$ cat src/rtl/tone_gen.sv
// Square-wave note generator; optional one-deep note queue under TONE_GEN_QUEUE_EN.
// Latency: CNT_W divider cycles before a tone starts, done one cycle after the last PLAY cycle.
// Backpressure: ready low while the engine (or pending slot) is occupied; starts not accepted are dropped.
module tone_gen #(
  parameter int CLK_HZ = 10000000,
  parameter int FREQ_W = 9,
  parameter int CNT_W  = 24,
  parameter int DUR_W  = 12
) (
  input  logic              clk,
  input  logic              rst,
  input  logic              start,
  input  logic [FREQ_W-1:0] freq,
  input  logic [DUR_W-1:0]  dur_ms,
  input  logic              stop,
  output logic              wave,
  output logic              busy,
  output logic              ready,
  output logic              done
);
  localparam int MS_CYC = CLK_HZ / 1000;
  localparam int PRE_W  = (MS_CYC > 1) ? $clog2(MS_CYC) : 1;
  localparam int BIT_W  = $clog2(CNT_W);
  // CLK_HZ is even, so (CLK_HZ/2)/freq equals CLK_HZ/(2*freq) and fits in CNT_W bits
  localparam logic [CNT_W-1:0] HALF_DIVIDEND = CNT_W'(CLK_HZ / 2);
  localparam logic [PRE_W-1:0] PRE_LAST      = PRE_W'(MS_CYC - 1);
  localparam logic [BIT_W-1:0] BIT_LAST      = BIT_W'(CNT_W - 1);

  typedef enum logic [1:0] {IDLE, CALC, PLAY} state_t;

  state_t            state;
  logic [FREQ_W-1:0] freq_q;
  logic [DUR_W-1:0]  dur_q;
  logic [FREQ_W-1:0] rem;
  logic [CNT_W-1:0]  quo;
  logic [BIT_W-1:0]  bit_cnt;
  logic [CNT_W-1:0]  cnt;
  logic [PRE_W-1:0]  pre;
  logic [DUR_W-1:0]  ms_left;

  logic              accept;
  logic              last_play;
  logic              launch;
  logic [FREQ_W-1:0] l_freq;
  logic [DUR_W-1:0]  l_dur;
  logic [FREQ_W:0]   trial;
  logic              trial_ge;
  logic [FREQ_W-1:0] rem_nxt;
  logic [CNT_W-1:0]  quo_nxt;
  logic [CNT_W-1:0]  half_m1;

`ifdef TONE_GEN_QUEUE_EN
  logic              pend_vld;
  logic [FREQ_W-1:0] pend_freq;
  logic [DUR_W-1:0]  pend_dur;
  assign ready = ~pend_vld;
`else
  assign ready = (state == IDLE);
`endif

  assign busy      = (state != IDLE);
  assign accept    = start & ready & ~stop;
  assign last_play = (state == PLAY) && (pre == PRE_LAST) && (ms_left == DUR_W'(1));
  assign half_m1   = quo - CNT_W'(1);

  // One restoring step: dividend bits leave quo at the top, quotient bits enter at the bottom
  assign trial    = {rem, quo[CNT_W-1]};
  assign trial_ge = (trial >= {1'b0, freq_q});
  assign rem_nxt  = trial_ge ? FREQ_W'(trial - {1'b0, freq_q}) : trial[FREQ_W-1:0];
  assign quo_nxt  = {quo[CNT_W-2:0], trial_ge};

  always_comb begin
    launch = 1'b0;
    l_freq = freq;
    l_dur  = dur_ms;
    if (state == IDLE) begin
      launch = accept;
    end
`ifdef TONE_GEN_QUEUE_EN
    else if (last_play && !stop) begin
      if (pend_vld) begin
        launch = 1'b1;
        l_freq = pend_freq;
        l_dur  = pend_dur;
      end else begin
        launch = accept;
      end
    end
`endif
  end

  always_ff @(posedge clk or posedge rst) begin
    if (rst) begin
      state   <= IDLE;
      wave    <= 1'b0;
      done    <= 1'b0;
      freq_q  <= '0;
      dur_q   <= '0;
      rem     <= '0;
      quo     <= '0;
      bit_cnt <= '0;
      cnt     <= '0;
      pre     <= '0;
      ms_left <= '0;
`ifdef TONE_GEN_QUEUE_EN
      pend_vld  <= 1'b0;
      pend_freq <= '0;
      pend_dur  <= '0;
`endif
    end else if (stop) begin
      state   <= IDLE;
      wave    <= 1'b0;
      done    <= 1'b0;
      bit_cnt <= '0;
      cnt     <= '0;
      pre     <= '0;
      ms_left <= '0;
`ifdef TONE_GEN_QUEUE_EN
      pend_vld <= 1'b0;
`endif
    end else begin
      done <= 1'b0;
      case (state)
        CALC: begin
          rem     <= rem_nxt;
          quo     <= quo_nxt;
          bit_cnt <= bit_cnt + 1'b1;
          if (bit_cnt == BIT_LAST) begin
            if (quo_nxt == '0) quo <= CNT_W'(1);
            state   <= PLAY;
            cnt     <= '0;
            pre     <= '0;
            ms_left <= dur_q;
            wave    <= 1'b0;
          end
        end
        PLAY: begin
          if (freq_q != '0) begin
            if (cnt == half_m1) begin
              cnt  <= '0;
              wave <= ~wave;
            end else begin
              cnt <= cnt + 1'b1;
            end
          end
          if (pre == PRE_LAST) begin
            pre     <= '0;
            ms_left <= ms_left - 1'b1;
          end else begin
            pre <= pre + 1'b1;
          end
          if (last_play) begin
            state <= IDLE;
            wave  <= 1'b0;
            done  <= 1'b1;
          end
        end
        default: ;
      endcase

      // A launch overrides the completion path so a queued note follows with no IDLE gap
      if (launch) begin
        freq_q  <= l_freq;
        dur_q   <= l_dur;
        rem     <= '0;
        quo     <= HALF_DIVIDEND;
        bit_cnt <= '0;
        cnt     <= '0;
        pre     <= '0;
        ms_left <= l_dur;
        wave    <= 1'b0;
        if (l_dur == '0) begin
          state <= IDLE;
          done  <= 1'b1;
        end else if (l_freq == '0) begin
          state <= PLAY;
        end else begin
          state <= CALC;
        end
      end

`ifdef TONE_GEN_QUEUE_EN
      if (last_play) begin
        pend_vld <= 1'b0;
      end else if (accept && busy) begin
        pend_vld  <= 1'b1;
        pend_freq <= freq;
        pend_dur  <= dur_ms;
      end
`endif
    end
  end
endmodule

$ cat config.mk
export PLATFORM = sky130hd
export DESIGN_NAME = tone_gen
export DESIGN_NICKNAME = d
export VERILOG_FILES = /design/src/rtl/tone_gen.sv
export SDC_FILE = /design/constraint.sdc
export NUM_CORES = 1
export LEC_CHECK = 0
export BUFFER_PORTS_ARGS = -buffer_cell sky130_fd_sc_hd__buf_2
export CAP_MARGIN = 20
export CELL_PAD_IN_SITES_DETAIL_PLACEMENT = 1
export CELL_PAD_IN_SITES_GLOBAL_PLACEMENT = 1
export CORE_MARGIN = 2
export CORE_UTILIZATION = 49
export CTS_CLUSTER_SIZE = 28
export DETAILED_ROUTE_END_ITERATION = 6
export PLACE_DENSITY_LB_ADDON = 0.1
export SYNTH_ARGS = -nofsm -noshare
export SYNTH_HDL_FRONTEND = slang
export SYNTH_SLANG_ARGS = --single-unit
$ cat constraint.sdc
create_clock -name clk -period 4.5 [get_ports clk]
set_input_delay 0.9 -clock clk [delete_from_list [all_inputs] [get_ports clk]]
set_output_delay 0.9 -clock clk [all_outputs]
set_load 0.01 [all_outputs]
==> results.cfg <==
[outcome]
status = finished clean

[yosys]
synthDistinctLibCells = 74
synth_async_sr_flop_share = 1.000
syn-instance-count = 732
synth.cell_area_mm2 = 0.006784
ys_seq_area_frac = 0.4168
yosysTopAreaCell = dfrtp_1
synth_area_per_cell_um2 = 9.268
ys_seq_elements = 113
synth-warning-count = 0
top_cells_by_area_in_the_synthesized_netlist = dfrtp_1 42%, nand2_1 5.4%, xnor2_1 4.6%
dominantRegCellSynth = dfrtp_1
synth-edff-count = 0
postSynthNetCount = 776
synth_top_cell_area_share = 0.4168

[finish]
design.final.nets = 797
syn_to_layout_area_delta_pct = 13.15
drive_gt1_frac = 0.1345
design_area_mm2 = 0.007676
antennaDiodeCount = 0

[power]
power_density_mw_per_mm2 = 599.3
max-vdd-ir-drop_mv = 0.3500
cellLeakagePower_nw = 3.348

[routing]
wl_per_cell_um = 19.91
routed_via_density = 6.028
routed-via-count = 5678
detail_route_antenna_nets = 0
drt-pass1-iter-count = 4
drcViolationCount = 0
drtIter0Drc = 314
wire_length_reported_by_the_detailed_router_um = 18760

[sta]
clock_skew_ns = 0.005686
rsz0062_at_grt = no
fin_setup_tns_ns = 0
final_critical_delay_including_setup_and_external_delays_ns = 3.598
worstMarginPinSlew_ns = 0.9704
finalWorstSetupSlack_ns = 0.9025
clock.fmax_mhz = 278.0
timing.slew.headroom = 0.3531
final_report_max_slew_violation_count = 0
final-hold-violation-count = 0
post-route-period-util = 0.7995
finalSetupViolCount = 0

[clock_network]
post_cts_resize_count = 0
cts_root_buffer = clkbuf_16
cts_hold_buf = 0
clk_transition_reported_paths_ns = 0.05
cts_max_level = 4
worstSkewPairLatency_ns = 0.43
cts_inserted_buffers = 17
numClockSinks = 113
post_cts.repair.setup_buffers = 0
tritoncts_clock_tree = done
clock_path_buffers = 2

[placed_design]
numPortBuffers = 28
gp_congestion = 0.8828
place_hpwl_um = 13000
place_worst_setup_slack_ns = 1.071
placed_area_mm2 = 0.007066

[grt]
grt_max_degree = 67
first_global_vias = 6151
antenna_found_initial = 0
global_route_usage_over_all_layers = 0.2739
grt_pass1_wl_um = 31290
grt_overflow = 0

[worst_hold_path]
hold_path.startpoint = dur_q[9]
hold_class = flip-flop to flip-flop

[critical_path]
worst_ep_arrival_time_ns = 3.91
critical_path_class = flip-flop to flip-flop
crit_fanout = 18
crit-reg2reg-launch = quo[6]
end_kind = flip-flop
slowest_delay_ns = 0.70
slowest_stage = nor4_2
critical_path.cell_chain = nor4_2 > nand4_1 > a311oi_1 > o22ai_1 > nor4_4 > o2111ai_4 > nor2_8 > mux2_1
crit_required_ns = 4.81
timing.critical_path.from_type = flip-flop
setup.worst_path.start = quo[6]

[die]
num_rows = 42
effective_utilization_at_floorplan = 0.5063
floorplan.die_area_mm2 = 0.01480
die_y_um = 121.7
chipWidth_um = 121.7
core-area_mm2 = 0.01340
design.portCount = 29

[run]
drv_cap = 0
through the flow:
step	hold WS, ns	total power (W)	cells	util
floorplan	0.4404	0.002734	732	-
global route	0.4966	0.004900	942	0.5728
finish	0.4674	0.004600	942	0.5728
CTS	0.4745	0.004630	942	0.5728
detailed placement	0.4610	0.003173	910	0.5273
global placement	0.4519	0.003082	910	0.5273
sequential cells by signal (all words and copies together), names as in the netlist:
name and count:
done 1, dur_q 12, pre 14, freq_q 9
quo 24, wave 1, rem 9, cnt 24
state 2, ms_left 12, bit_cnt 5
cells in the mapped netlist, types with 7 or more instances:
| cell type | instances |
|---|---|
| nor3_1 | 22 |
| nor3_2 | 10 |
| o21ai_0 | 52 |
| inv_1 | 31 |
| mux2i_1 | 11 |
| dfrtp_1 | 113 |
| a21oi_1 | 13 |
| and3_1 | 8 |
| nor4_1 | 14 |
| ha_1 | 18 |
| nand2_1 | 97 |
| clkbuf_1 | 27 |
| nor2_1 | 51 |
| o22ai_1 | 7 |
| nand3b_1 | 8 |
| xnor2_1 | 36 |
| a21o_1 | 8 |
| a22o_1 | 24 |
| o22a_1 | 7 |
| nand4_1 | 19 |
| xor2_1 | 31 |
| a31oi_1 | 8 |
| nand3_1 | 24 |
area by class of cell:
class,instances,area (µm²)
Clock inverter,12,163.9
Sequential cell,113,2828
Timing Repair Buffer,37,207.7
Fill cell,1535,5724
Clock buffer,20,446.7
Inverter,31,118.9
Multi-Input combinational cell,553,3691
Tap cell,176,220.2
cell usage in the layout (no fill, tap or decap), drive strengths merged, types with 5 or more instances in the layout:
cell type  Yosys  layout
nand2b         6       6
a31oi          9       9
buf            8      37
inv           31      31
nand3b         8       8
nand3         25      25
mux2i         11      11
o22a           7       7
clkinv         0       8
nand2         97      97
or3            5       5
o22ai          7       7
xnor2         36      36
ha            18      18
clkbuf        27      20
a21o           8       8
nor2          52      52
a21oi         13      13
nor4          18      18
xor2          31      31
and3           8       8
nor3          33      33
o21ai         53      53
nor3b          5       5
nand4         21      21
nand4b         6       6
dfrtp        113     113
a22o          24      24
critical path, delay by kind of cell (launching register included):
| kind | cells | cell delay (ns) |
|---|---|---|
| muxes | 1 | 0.36 |
| AOI/OAI and AO/OA | 3 | 0.94 |
| and+or+nand+nor | 4 | 1.72 |
| DFF | 1 | 0.45 |
cells by family after synthesis:
| logic type | Yosys count | synth area share |
|---|---|---|
| flip-flops | 113 | 0.4168 |
| AO/OA/AOI/OAI | 150 | 0.1570 |
| AND/OR/NAND/NOR | 303 | 0.2429 |
| buffers and inverters | 66 | 0.03947 |
| multiplexers | 14 | 0.02121 |
| XOR/XNOR | 67 | 0.08650 |
| adder cells (fa/ha/maj) | 19 | 0.03615 |
layer usage:
layer / vias to the layer above / part of all wire / track usage
li1: 2670 / - / -
met1: 2907 / 0.44 / 0.3330
met2: 80 / 0.52 / 0.4856
met3: 21 / 0.029 / 0.05478
met4: 0 / 0.016 / 0.09339
met5: - / 0 / 0
worst paths after layout:
path	cells after the start	to	slack (ns)
worst max-delay path	8	wave	0.90
worst min-delay path	2	dur_q[9]	0.47
worst max register to register	8	wave	0.90
worst min register to register	2	dur_q[9]	0.47
max in group asynchronous	3	ms_left[2]	2.96
min in group asynchronous	2	pre[11]	0.67
report_power, final:
group | total, W | internal, W | leakage [nW] | switching, W
clock | 0.00141 | 0.000932 | 0.307 | 0.000480
combinational | 0.00171 | 0.000674 | 1.55 | 0.00103
sequential | 0.00148 | 0.00124 | 1.49 | 0.000242
total | 0.00460 | 0.00285 | 3.35 | 0.00175
No activity file was read; power rests on OpenSTA's default activity.
